$ cat config.mk
export PLATFORM = sky130hd
export DESIGN_NAME = cflow_redirect_ctrl
export DESIGN_NICKNAME = d
export VERILOG_FILES = /design/src/rtl/riscv_defines.sv /design/src/rtl/sat_counter.sv /design/src/rtl/cflow_redirect_ctrl.sv
export SDC_FILE = /design/constraint.sdc
export NUM_CORES = 1
export LEC_CHECK = 0
export CORE_MARGIN = 2
export CORE_UTILIZATION = 48
export DETAILED_ROUTE_END_ITERATION = 16
export HOLD_SLACK_MARGIN = 0.08
export PLACE_DENSITY = 0.77
export SLEW_MARGIN = 20
export SYNTH_ARGS = -nofsm -noshare
export SYNTH_HDL_FRONTEND = slang
export SYNTH_HIERARCHICAL = 1
export SYNTH_SLANG_ARGS = --single-unit
$ cat constraint.sdc
create_clock -name clk -period 3.4 [get_ports clk]
set_input_delay 0.68 -clock clk [delete_from_list [all_inputs] [get_ports clk]]
set_output_delay 0.68 -clock clk [all_outputs]
set_load 0.02 [all_outputs]
$ cat src/rtl/riscv_defines.sv
// Shared definitions for the control-flow recovery logic.
//   redirect_state_t : recovery sequencer states
//   PC_STEP          : fall-through increment for a not-taken branch
package riscv_defines;

   typedef enum logic [1:0] {
      S_IDLE,
      S_REDIRECT,
      S_BUBBLE
   } redirect_state_t;

   localparam logic [31:0] PC_STEP = 32'd4;

endpackage

$ cat src/rtl/sat_counter.sv
// Saturating up-counter used for the branch / mispredict statistics.
//   clk   : clock, state on posedge
//   start : asynchronous active-low reset
//   inc   : count one event this cycle
//   cnt   : current count, sticks at all-ones
module sat_counter #(
   parameter int W = 32
) (
   input  logic         clk,
   input  logic         start,
   input  logic         inc,
   output logic [W-1:0] cnt
);

   logic [W-1:0] cnt_q, cnt_d;

   always_comb begin
      cnt_d = cnt_q;
      if (inc && (cnt_q != {W{1'b1}})) cnt_d = cnt_q + W'(1);
   end

   always_ff @(posedge clk or negedge start) begin
      if (!start) cnt_q <= '0;
      else        cnt_q <= cnt_d;
   end

   assign cnt = cnt_q;

endmodule

$ cat src/rtl/cflow_redirect_ctrl.sv
// Mispredict recovery sequencer.
// A mispredict resolved by the branch unit flushes the younger stages in the
// same cycle, then a redirect to the correct PC is held until fetch accepts
// it, followed by BUBBLE_CYCLES of flush to drop stale fetch returns.
// Also registers the predictor update record and counts branches/mispredicts.
//   inputs : clk, start (async active-low reset), cflow_valid, cflow_taken,
//            mispredict, pc_jump, pc_cur, redirect_ready
//   outputs: flush, redirect_valid, redirect_pc, busy, upd_valid, upd_pc,
//            upd_target, upd_taken, branch_cnt, mispred_cnt
module cflow_redirect_ctrl
   import riscv_defines::*;
#(
   parameter int BUBBLE_CYCLES = 2,
   parameter int CNT_W         = 32
) (
   input  logic             clk,
   input  logic             start,
   input  logic             cflow_valid,
   input  logic             cflow_taken,
   input  logic             mispredict,
   input  logic [31:0]      pc_jump,
   input  logic [31:0]      pc_cur,
   input  logic             redirect_ready,
   output logic             flush,
   output logic             redirect_valid,
   output logic [31:0]      redirect_pc,
   output logic             busy,
   output logic             upd_valid,
   output logic [31:0]      upd_pc,
   output logic [31:0]      upd_target,
   output logic             upd_taken,
   output logic [CNT_W-1:0] branch_cnt,
   output logic [CNT_W-1:0] mispred_cnt
);

   localparam int CW = (BUBBLE_CYCLES > 1) ? $clog2(BUBBLE_CYCLES) : 1;
   localparam logic [CW-1:0] CNT_INIT = (BUBBLE_CYCLES == 0) ? '0 : CW'(BUBBLE_CYCLES - 1);

   redirect_state_t state_q, state_d;
   logic [CW-1:0]   bub_q, bub_d;
   logic [31:0]     rpc_q, rpc_d;
   logic            upd_valid_q, upd_taken_q;
   logic [31:0]     upd_pc_q, upd_target_q;
   logic            accept;

   // Gated by start so flush stays low while reset is held, even if the
   // branch unit is still presenting a mispredict.
   assign accept = cflow_valid && (state_q == S_IDLE) && start;

   always_comb begin
      state_d        = state_q;
      bub_d          = bub_q;
      rpc_d          = rpc_q;
      flush          = 1'b0;
      redirect_valid = 1'b0;
      case (state_q)
         S_IDLE: begin
            if (accept && mispredict) begin
               flush   = 1'b1;
               rpc_d   = cflow_taken ? pc_jump : pc_cur + PC_STEP;
               state_d = S_REDIRECT;
            end
         end
         S_REDIRECT: begin
            flush          = 1'b1;
            redirect_valid = 1'b1;
            if (redirect_ready) begin
               if (BUBBLE_CYCLES == 0) begin
                  state_d = S_IDLE;
               end else begin
                  state_d = S_BUBBLE;
                  bub_d   = CNT_INIT;
               end
            end
         end
         S_BUBBLE: begin
            flush = 1'b1;
            if (bub_q == '0) state_d = S_IDLE;
            else             bub_d   = bub_q - CW'(1);
         end
         default: state_d = S_IDLE;
      endcase
   end

   always_ff @(posedge clk or negedge start) begin
      if (!start) begin
         state_q <= S_IDLE;
         bub_q   <= '0;
         rpc_q   <= '0;
      end else begin
         state_q <= state_d;
         bub_q   <= bub_d;
         rpc_q   <= rpc_d;
      end
   end

   // Update fields only load on accept so they hold between strobes.
   always_ff @(posedge clk or negedge start) begin
      if (!start) begin
         upd_valid_q  <= 1'b0;
         upd_pc_q     <= '0;
         upd_target_q <= '0;
         upd_taken_q  <= 1'b0;
      end else begin
         upd_valid_q <= accept;
         if (accept) begin
            upd_pc_q     <= pc_cur;
            upd_target_q <= pc_jump;
            upd_taken_q  <= cflow_taken;
         end
      end
   end

   sat_counter #(.W(CNT_W)) u_branch_cnt (
      .clk   (clk),
      .start (start),
      .inc   (accept),
      .cnt   (branch_cnt)
   );

   sat_counter #(.W(CNT_W)) u_mispred_cnt (
      .clk   (clk),
      .start (start),
      .inc   (accept && mispredict),
      .cnt   (mispred_cnt)
   );

   assign redirect_pc = rpc_q;
   assign busy        = (state_q != S_IDLE);
   assign upd_valid   = upd_valid_q;
   assign upd_pc      = upd_pc_q;
   assign upd_target  = upd_target_q;
   assign upd_taken   = upd_taken_q;

endmodule

* After elaboration in Yosys (flattened, before gate mapping)
Cells that the tools add are included.
W data, S select, Z words.
** Storage, ports and cells
- Output and inout port bits :: 165
- Bits in registers :: 165
- Logic and storage cells :: 43
** Cells by class
- Mux-type cells :: 11
- Reductions and logical operators :: 12
- Add/subtract/negate cells :: 4
- Equality and inequality tests :: 7
** Operators by type and width (count)
- $add A32 B1 Y32 const B :: 2
- $ne A32 B32 Y1 const B :: 2
- $add A32 B3 Y32 const B :: 1
- $mux W32 :: 1
- $mux W2 :: 3
- $pmux W2 S3 :: 1
- $logic_and A1 B1 Y1 :: 5
- $mux W1 :: 4
- $ne A2 B2 Y1 const B :: 2
- $pmux W1 S2 :: 2
- $reduce_and A2 Y1 :: 2
- $reduce_bool A2 Y1 :: 2
- $reduce_and A3 Y1 :: 1
- $eq A2 B1 Y1 const B :: 1
- $eq A2 B2 Y1 const B :: 1
- $logic_not A2 Y1 :: 1
- $ne A2 B1 Y1 const B :: 1
- $reduce_or A2 Y1 :: 1
- $sub A1 B1 Y1 const B :: 1

* Depth between registers and ports, before layout
- Depth after elaboration :: 6
- Gate-level depth with buffers :: 13

* By module
Netlist, hierarchy kept.
** By module, submodules not included
- cflow_redirect_ctrl :: seq. area each 2527.4 um2, times used 1, area each 4728.3 um2, cells each 539
- sat_counter :: seq. area each 800.8 um2, times used 2, area each 1624.1 um2, cells each 151

* Worst setup path after synthesis
OpenSTA, ideal clock, no wires.
- Path kind :: reg2reg
- Start :: register state_q[0]
- End :: register u_mispred_cnt.cnt_q[29], in the netlist u_mispred_cnt/cnt[29]
- Data arrival time :: 2.567 ns
- Setup slack :: 0.753 ns
- Stages on the path, launching flop included :: 14
- Path through :: dfrtp_1 > inv_1 > ha_1 > nand3_1 > inv_1 > nand2_1 > clkinv_1 > buf_1 > and3_1 > nor2b_1 > clkbuf_1 > nand4_1 > nor4_2 > xor2_1
** Between the ends
- Word-level cells in the longest chain between the ends :: 5
** Ends and longest elaborated chain
- from (decl) :: RTL line cflow_redirect_ctrl.sv:39 : redirect_state_t state_q, state_d;
- from (signal assigned) :: RTL line cflow_redirect_ctrl.sv:91 : state_q <= state_d;
- $logic_not A2 Y1 :: RTL line cflow_redirect_ctrl.sv:48 : assign accept = cflow_valid && (state_q == S_IDLE) && start;
- $logic_and A1 B1 Y1 (2 in a row) :: RTL line cflow_redirect_ctrl.sv:48
- $logic_and A1 B1 Y1 :: RTL line cflow_redirect_ctrl.sv:124 : .inc (accept && mispredict),
- $logic_and A1 B1 Y1 :: RTL line sat_counter.sv:19 : if (inc && (cnt_q != {W{1'b1}})) cnt_d = cnt_q + W'(1);
- to (signal assigned) :: RTL line sat_counter.sv:24 : else cnt_q <= cnt_d;
- to (decl) :: RTL line sat_counter.sv:15 : logic [W-1:0] cnt_q, cnt_d;
Every way passes these cells.
A chain may end at the register's enable or synchronous reset.

* Worst setup path in the final report
- Start :: input start
- End :: output flush
** Between the ends
- Word-level cells in the longest chain between the ends :: 4
** Ends and longest elaborated chain
- from (decl) :: RTL line cflow_redirect_ctrl.sv:17 : input logic start,
- $logic_and A1 B1 Y1 :: RTL line cflow_redirect_ctrl.sv:48
- $logic_and A1 B1 Y1 :: RTL line cflow_redirect_ctrl.sv:58 : if (accept && mispredict) begin
- $mux W1 :: RTL line cflow_redirect_ctrl.sv:58
- $pmux W1 S2 :: RTL line cflow_redirect_ctrl.sv:56 : case (state_q)
- to (decl) :: RTL line cflow_redirect_ctrl.sv:24 : output logic flush,
Every way passes these cells.

==> flow_results.xml <==
<?xml version="1.0" encoding="UTF-8"?>
<metrics>
  <group name="outcome">
    <metric name="result_of_the_run" unit="">finished, final reports clean</metric>
  </group>
  <group name="global_routing">
    <metric name="grt_remaining_overflow" unit="">0</metric>
    <metric name="grtUsageTotal" unit="">0.269</metric>
    <metric name="grt_antenna_before_repair" unit="">0</metric>
    <metric name="grt_pass1_vias" unit="">6828</metric>
    <metric name="first_pass_grt_wire_length" unit="um">37000</metric>
    <metric name="grt_start_max_net_pins" unit="">81</metric>
  </group>
  <group name="placed_design">
    <metric name="place_area" unit="mm^2">0.0105</metric>
    <metric name="port_buffers" unit="">234</metric>
    <metric name="place.detailed.hpwl" unit="um">16800</metric>
    <metric name="gp_congestion" unit="">0.919</metric>
  </group>
  <group name="clocking">
    <metric name="clock-root-buffer" unit="">sky130_fd_sc_hd__clkbuf_16</metric>
    <metric name="worst_skew_pair.late_latency" unit="ps">420</metric>
    <metric name="cts-root-to-sink-buffers" unit="">2</metric>
    <metric name="postCtsSetupBuffers" unit="">0</metric>
    <metric name="htree_levels" unit="">4</metric>
    <metric name="tritoncts" unit="">yes</metric>
    <metric name="cts_resized" unit="">0</metric>
    <metric name="clk_pin_slew_worst_paths" unit="ps">60</metric>
    <metric name="holdBufCountCts" unit="">1</metric>
    <metric name="numCtsBuffers" unit="">17</metric>
    <metric name="clock_sinks" unit="">165</metric>
  </group>
  <group name="logic_synthesis">
    <metric name="synth_largest_type_area_fraction" unit="">0.518</metric>
    <metric name="synth_top_cell_by_area" unit="">sky130_fd_sc_hd__dfrtp_1</metric>
    <metric name="synth_compound_area_frac" unit="">0.0609</metric>
    <metric name="synth_adder_area_share" unit="">0.0141</metric>
    <metric name="synth_area_per_cell" unit="um^2">9.48</metric>
    <metric name="syn-instance-count" unit="">841</metric>
    <metric name="post_synthesis_simple_gate_area_fraction" unit="">0.280</metric>
    <metric name="synth_mux_area_frac" unit="">0.0135</metric>
    <metric name="synth.ff_latch_count" unit="">165</metric>
    <metric name="yosysWarnings" unit="">6</metric>
    <metric name="combinational_family_with_the_most_area_after_synthesis" unit="">simple AND/OR/NAND/NOR gates</metric>
    <metric name="synth_area" unit="mm^2">0.00798</metric>
    <metric name="synth.area.top_cells" unit="">sky130_fd_sc_hd__dfrtp_1 52%, sky130_fd_sc_hd__nand2_1 12%, sky130_fd_sc_hd__xnor2_1 7.1%, sky130_fd_sc_hd__nand4_1 2.8%, sky130_fd_sc_hd__nand3_1 2.8%</metric>
    <metric name="yosys.area_share.xor_xnor" unit="">0.0911</metric>
    <metric name="synth_seq_area_share" unit="">0.518</metric>
    <metric name="synth_cell_type_count" unit="">47</metric>
    <metric name="synthesis.nets" unit="">920</metric>
  </group>
  <group name="layout">
    <metric name="most-common-layout-cells" unit="">253 x sky130_fd_sc_hd__nand2_1, 233 x sky130_fd_sc_hd__clkdlybuf4s50_1, 165 x sky130_fd_sc_hd__dfrtp_1</metric>
    <metric name="layout.cells.most_common" unit="">sky130_fd_sc_hd__nand2_1</metric>
    <metric name="area_overhead_vs_synth" unit="%">39.8</metric>
    <metric name="seq_area" unit="mm^2">0.00413</metric>
    <metric name="fillCellCount" unit="">1298</metric>
    <metric name="antenna_fix_cells" unit="">0</metric>
    <metric name="multi_input_comb_area" unit="mm^2">0.00367</metric>
    <metric name="fin_nets" unit="">1150</metric>
    <metric name="postLayoutCellArea" unit="mm^2">0.0112</metric>
    <metric name="final_layout_size_suffix_gt1_frac" unit="">0.0729</metric>
  </group>
  <group name="power_and_ir_drop">
    <metric name="irDropWorstVdd" unit="mV">0.444</metric>
    <metric name="clkPwrFrac" unit="">0.237</metric>
    <metric name="power.net_switching" unit="mW">3.09</metric>
    <metric name="power-per-cell-area" unit="mW/mm^2">762</metric>
    <metric name="internal_power" unit="mW">5.40</metric>
    <metric name="p_leak" unit="nW">4.83</metric>
    <metric name="share_seq_of_total_power" unit="">0.358</metric>
    <metric name="pwr-share-comb" unit="">0.405</metric>
    <metric name="p_sw_frac" unit="">0.364</metric>
  </group>
  <group name="setup_path">
    <metric name="timing.critical_path.cells" unit="">dlygate4sd3_1, buf_6, nand3_2, inv_2, nand2_1, clkinv_1, nor2_1, nor2_1, clkdlybuf4s50_1</metric>
    <metric name="setup.worst_path.start_class" unit="">primary input</metric>
    <metric name="setup.reg_to_reg.worst_slack" unit="ps">880</metric>
    <metric name="crit_path_end_kind" unit="">primary output</metric>
    <metric name="r2r_end" unit="">u_mispred_cnt/cnt[25]$_DFFE_PN0P_</metric>
    <metric name="cpLargestDelayFamily" unit="">buffers and inverters</metric>
    <metric name="cp.buffers_inverters" unit="">5</metric>
    <metric name="worst-r2r-cell-count" unit="">5</metric>
    <metric name="critical_path_depth" unit="">9</metric>
    <metric name="timing.setup.critical_path_class" unit="">primary input to primary output</metric>
    <metric name="critPathLaunch" unit="">start</metric>
    <metric name="timing.critical_path.slowest_stage_cell" unit="">sky130_fd_sc_hd__clkdlybuf4s50_1</metric>
    <metric name="critPathArrivalTime" unit="ps">2490</metric>
    <metric name="crit_fanout" unit="">14</metric>
    <metric name="cp_dominant_cell_by_count" unit="">sky130_fd_sc_hd__nor2_1</metric>
    <metric name="cpPeakStageDelay" unit="ps">610</metric>
    <metric name="required_time_of_the_critical_path" unit="ps">2720</metric>
    <metric name="worst_setup_path_endpoint" unit="">flush</metric>
    <metric name="reg2reg_from" unit="">u_mispred_cnt/cnt[4]$_DFFE_PN0P_</metric>
  </group>
  <group name="timing">
    <metric name="fin_worst_hold_slack" unit="ps">475</metric>
    <metric name="worstMarginPinSlew" unit="ps">938</metric>
    <metric name="clock.fmax" unit="GHz">0.316</metric>
    <metric name="timing.slew.headroom" unit="">0.374</metric>
    <metric name="min_period_over_period" unit="">0.932</metric>
    <metric name="finalCriticalPeriod" unit="ps">3170</metric>
    <metric name="final-hold-violation-count" unit="">0</metric>
    <metric name="grt_setup_unrepaired" unit="">false</metric>
    <metric name="fin_tns_setup" unit="ps">0</metric>
    <metric name="clock_skew" unit="ps">6.85</metric>
    <metric name="finalSetupViolations" unit="">0</metric>
    <metric name="finalMaxSlewViolations" unit="">0</metric>
  </group>
  <group name="die">
    <metric name="io_pins" unit="">235</metric>
    <metric name="floorplan.die.width" unit="um">133</metric>
    <metric name="initial_core_utilization" unit="">0.486</metric>
    <metric name="fp.dieH" unit="um">133</metric>
    <metric name="design.core.area" unit="mm^2">0.0164</metric>
    <metric name="placementRows" unit="">47</metric>
    <metric name="die_area" unit="mm^2">0.0177</metric>
  </group>
  <group name="detailed_routing">
    <metric name="via_per_inst" unit="">5.39</metric>
    <metric name="drc" unit="">0</metric>
    <metric name="drt_first_pass_iters" unit="">7</metric>
    <metric name="route.antenna.remaining_nets" unit="">0</metric>
    <metric name="routed-via-count" unit="">7035</metric>
    <metric name="avgRoutedWirePerCell" unit="um">17.9</metric>
    <metric name="routed_wl" unit="um">23400</metric>
    <metric name="drt_iter0_markers" unit="">589</metric>
  </group>
  <group name="flow_run">
    <metric name="timing.max_cap.violations" unit="">0</metric>
  </group>
  <group name="worst_hold_path">
    <metric name="timing.hold.worst.class" unit="">flop to flop</metric>
  </group>
</metrics>
synthesized netlist by cell type, drive strengths merged:
library cell	number
o21ai	23
and2	1
nand2b	1
mux2i	4
o31ai	3
nand4	39
inv	9
o31a	1
o211ai	6
or4	4
and4	12
ha	9
xor2	18
nand3	46
and3	11
buf	10
nor4	18
a221o	1
nor2	46
nand2	255
dfrtp	165
or3	1
or2	1
a21o	1
o22ai	14
nor3	12
a21oi	26
nor2b	2
a31oi	3
mux2	6
clkbuf	23
or4b	1
nand3b	3
clkinv	1
xnor2	65
power by group through the flow:
stage | Sequential (mW) | Clock (mW) | Combinational (mW)
6_report | 3.04 | 2.01 | 3.44
3_5_place_dp | 3.06 | 0 | 3.45
4_1_cts | 3.04 | 2.05 | 3.46
3_3_place_gp | 3.04 | 0 | 3.39
2_1_floorplan | 3.81 | 0 | 0.844
5_1_grt | 3.12 | 2.12 | 3.68
worst register-to-register path: cells and delay by family, from the launching register on:
| family | cells | cell delay [ps] |
|---|---|---|
| xor gates and xnor gates | 1 | 160 |
| DFF | 1 | 430 |
| and+or+nand+nor | 4 | 1850 |
area by class of cell:
cell class                 instances  area share
multi-input combinational        633       0.329
clock buffer                      21      0.0422
inverter                          10     0.00337
tap                              220      0.0247
timing repair buffer             244       0.217
sequential                       165       0.370
clock inverter                    11      0.0135
how the worst min path moves through the flow:
stage / startpoint / end / slack (ps) / cells past startpoint
2_1_floorplan: start / bub_q$_DFFE_PN0P_ / 380 / 0
3_3_place_gp: upd_target[31]$_DFFE_PN0P_ / upd_target[31]$_DFFE_PN0P_ / 460 / 2
3_5_place_dp: upd_pc[9]$_DFFE_PN0P_ / upd_pc[9]$_DFFE_PN0P_ / 460 / 2
4_1_cts: upd_target[31]$_DFFE_PN0P_ / upd_target[31]$_DFFE_PN0P_ / 480 / 2
5_1_grt: upd_pc[6]$_DFFE_PN0P_ / upd_pc[6]$_DFFE_PN0P_ / 490 / 2
6_report: upd_target[31]$_DFFE_PN0P_ / upd_target[31]$_DFFE_PN0P_ / 470 / 2
kinds of logic after synthesis:
| logic type | after synthesis |
|---|---|
| XOR/XNOR | 83 |
| flip-flops | 165 |
| multiplexers | 10 |
| AO/OA/AOI/OAI | 78 |
| buffers and inverters | 43 |
| AND/OR/NAND/NOR | 453 |
| adder cells (fa/ha/maj) | 9 |
routing by layer:
layer  part of all wire  GRT usage  wire length, um  vias up
met5                  0          0                0        -
met4              0.025      0.108              586        0
met3              0.053     0.0475             1250       39
met2               0.47      0.425            11100      274
met1               0.45      0.370            10500     3380
li1                   -          -                -     3342
stage by stage:
step	util	power, mW	worst slack, ps	instances
after detailed placement	0.641	6.50	469	1271
after global routing	0.680	8.92	86.9	1304
after global placement	0.641	6.43	507	1271
final	0.680	8.49	233	1304
after CTS	0.680	8.56	193	1304
after floorplan	-	4.66	753	841
registers in the layout (all words and copies together), names as in the netlist:
| register | cells |
|---|---|
| redirect_pc | 32 |
| u_branch_cnt/cnt | 32 |
| u_mispred_cnt/cnt | 32 |
| upd_pc | 32 |
| upd_target | 32 |
| state_q | 2 |
| bub_q | 1 |
| upd_taken | 1 |
| upd_valid | 1 |
Note: power is estimated with default switching activity, not from simulation.
==> variant (same settings) <==
Change the parameter `CNT_W` from 32 to 28.
--- a/src/rtl/cflow_redirect_ctrl.sv
+++ b/src/rtl/cflow_redirect_ctrl.sv
@@ -13,3 +13,3 @@
    parameter int BUBBLE_CYCLES = 2,
-   parameter int CNT_W         = 32
+   parameter int CNT_W         = 28
 ) (
Interface: changed (resized branch_cnt and mispred_cnt); port bits go from 235 to 227. The function was not compared with the original's and may differ.
==> variant against the original RTL <==
  * Worst setup slack gained 0.20 ns
  * Power shrank 2.8%
  * Worst hold slack lost 0.11 ns
  * Final cell count shrank 5.2%
  * Area after synthesis shrank 5.1%
  * Wire length shrank 7.6%
  * Design area shrank 5.2%
  * Fmax grew 6.7%
  * Synthesized cell count shrank 5.0%
  * Global-route usage shrank 1.1 points
  * Sequential cell count shrank 8
==> variant: results (changes against the original RTL) <==
- Outcome: completed
- Seq/Total Area, Yosys: 51.93% (+0.16 points)
- Synth top area cells: dfrtp_1 52%, nand2_1 12%, xnor2_1 6.8%, nand3_1 2.5%, nand4_1 2.5%
- WL met1: 10030 um (-4.2%)
- Share of layout cells above drive strength 1: 7.422% (+0.13 points)
- WL per Instance: 17.45 um (-2.6%)
- First-pass GRT wire length: 33330 um (-9.9%)
- R2R Path End: u_mispred_cnt/cnt[27]
- Power Sequential: 2.93 mW (-4%)
- Hold_ws: 0.3650 ns (-0.1096 ns)
- DP Worst Slack: 0.5135 ns (+0.04414 ns)
- Gpl congestion: 0.8246 (-10%)
- Max_slew headroom: 40.66% (+3.2 points)
- P_leak: 4.662 nW (-3.5%)
- Crit path max fanout: 4 (-10)
- Cells after Synth: 799 (-5.0%)
- Vias in the first global route: 6105 (-11%)
- DR pass1 iterations: 5 (-2)
- Post-Syn Nets: 878 (-4.6%)
- Final core occ: 69.01% (+1.0 points)
- Crit path DAT: 2.29 ns (-0.20 ns)
- Worst setup path start: state_q[0]
- Via count: 6577 (-6.5%)
- Layout Nets: 1091 (-5.1%)
- Tmin final: 2.969 ns (-0.1989 ns)
- R2R cell count: 12 (+7)
- GRT Resource Usage Total: 25.88% (-1.1 points)
- Via density: 5.321 (-1.4%)
- Hold Path Class: primary input to asynchronous set/reset pin
==> variant: cell count changes in the layout (fill, tap and decap cells not counted), moves of 8 or more <==
| cell | change |
|---|---|
| and3_1 | +14 |
| clkdlybuf4s50_1 | -9 |
| dfrtp_1 | -8 |
| mux2_2 | +8 |
| nor2_1 | -8 |
| xor2_1 | -8 |
==> variant: area by class of cell <==
class,count,share of cell area (%)
Multi-Input combinational cell,593,32.31
Clock inverter,11,1.361
Sequential cell,157,37.17
Antenna cell,1,0.02368
Tap cell,211,2.498
Clock buffer,20,4.226
Inverter,8,0.2841
Timing Repair Buffer,235,22.13
==> variant: cells by family after synthesis <==
logic type / Yosys count / synth area share, %
buf+inv: 49 / 3.010
compound gates: 72 / 5.755
fa+ha+maj: 9 / 1.488
mux: 16 / 2.315
simple gates: 427 / 27.52
flops: 157 / 51.93
xor+xnor: 69 / 7.987
==> variant: per-layer routing <==
metal  GRT usage [%]  up-vias
met1           37.95     3165
met5               0        -
li1                -     3131
met2           37.96      248
met4           8.476        0
met3           6.358       33
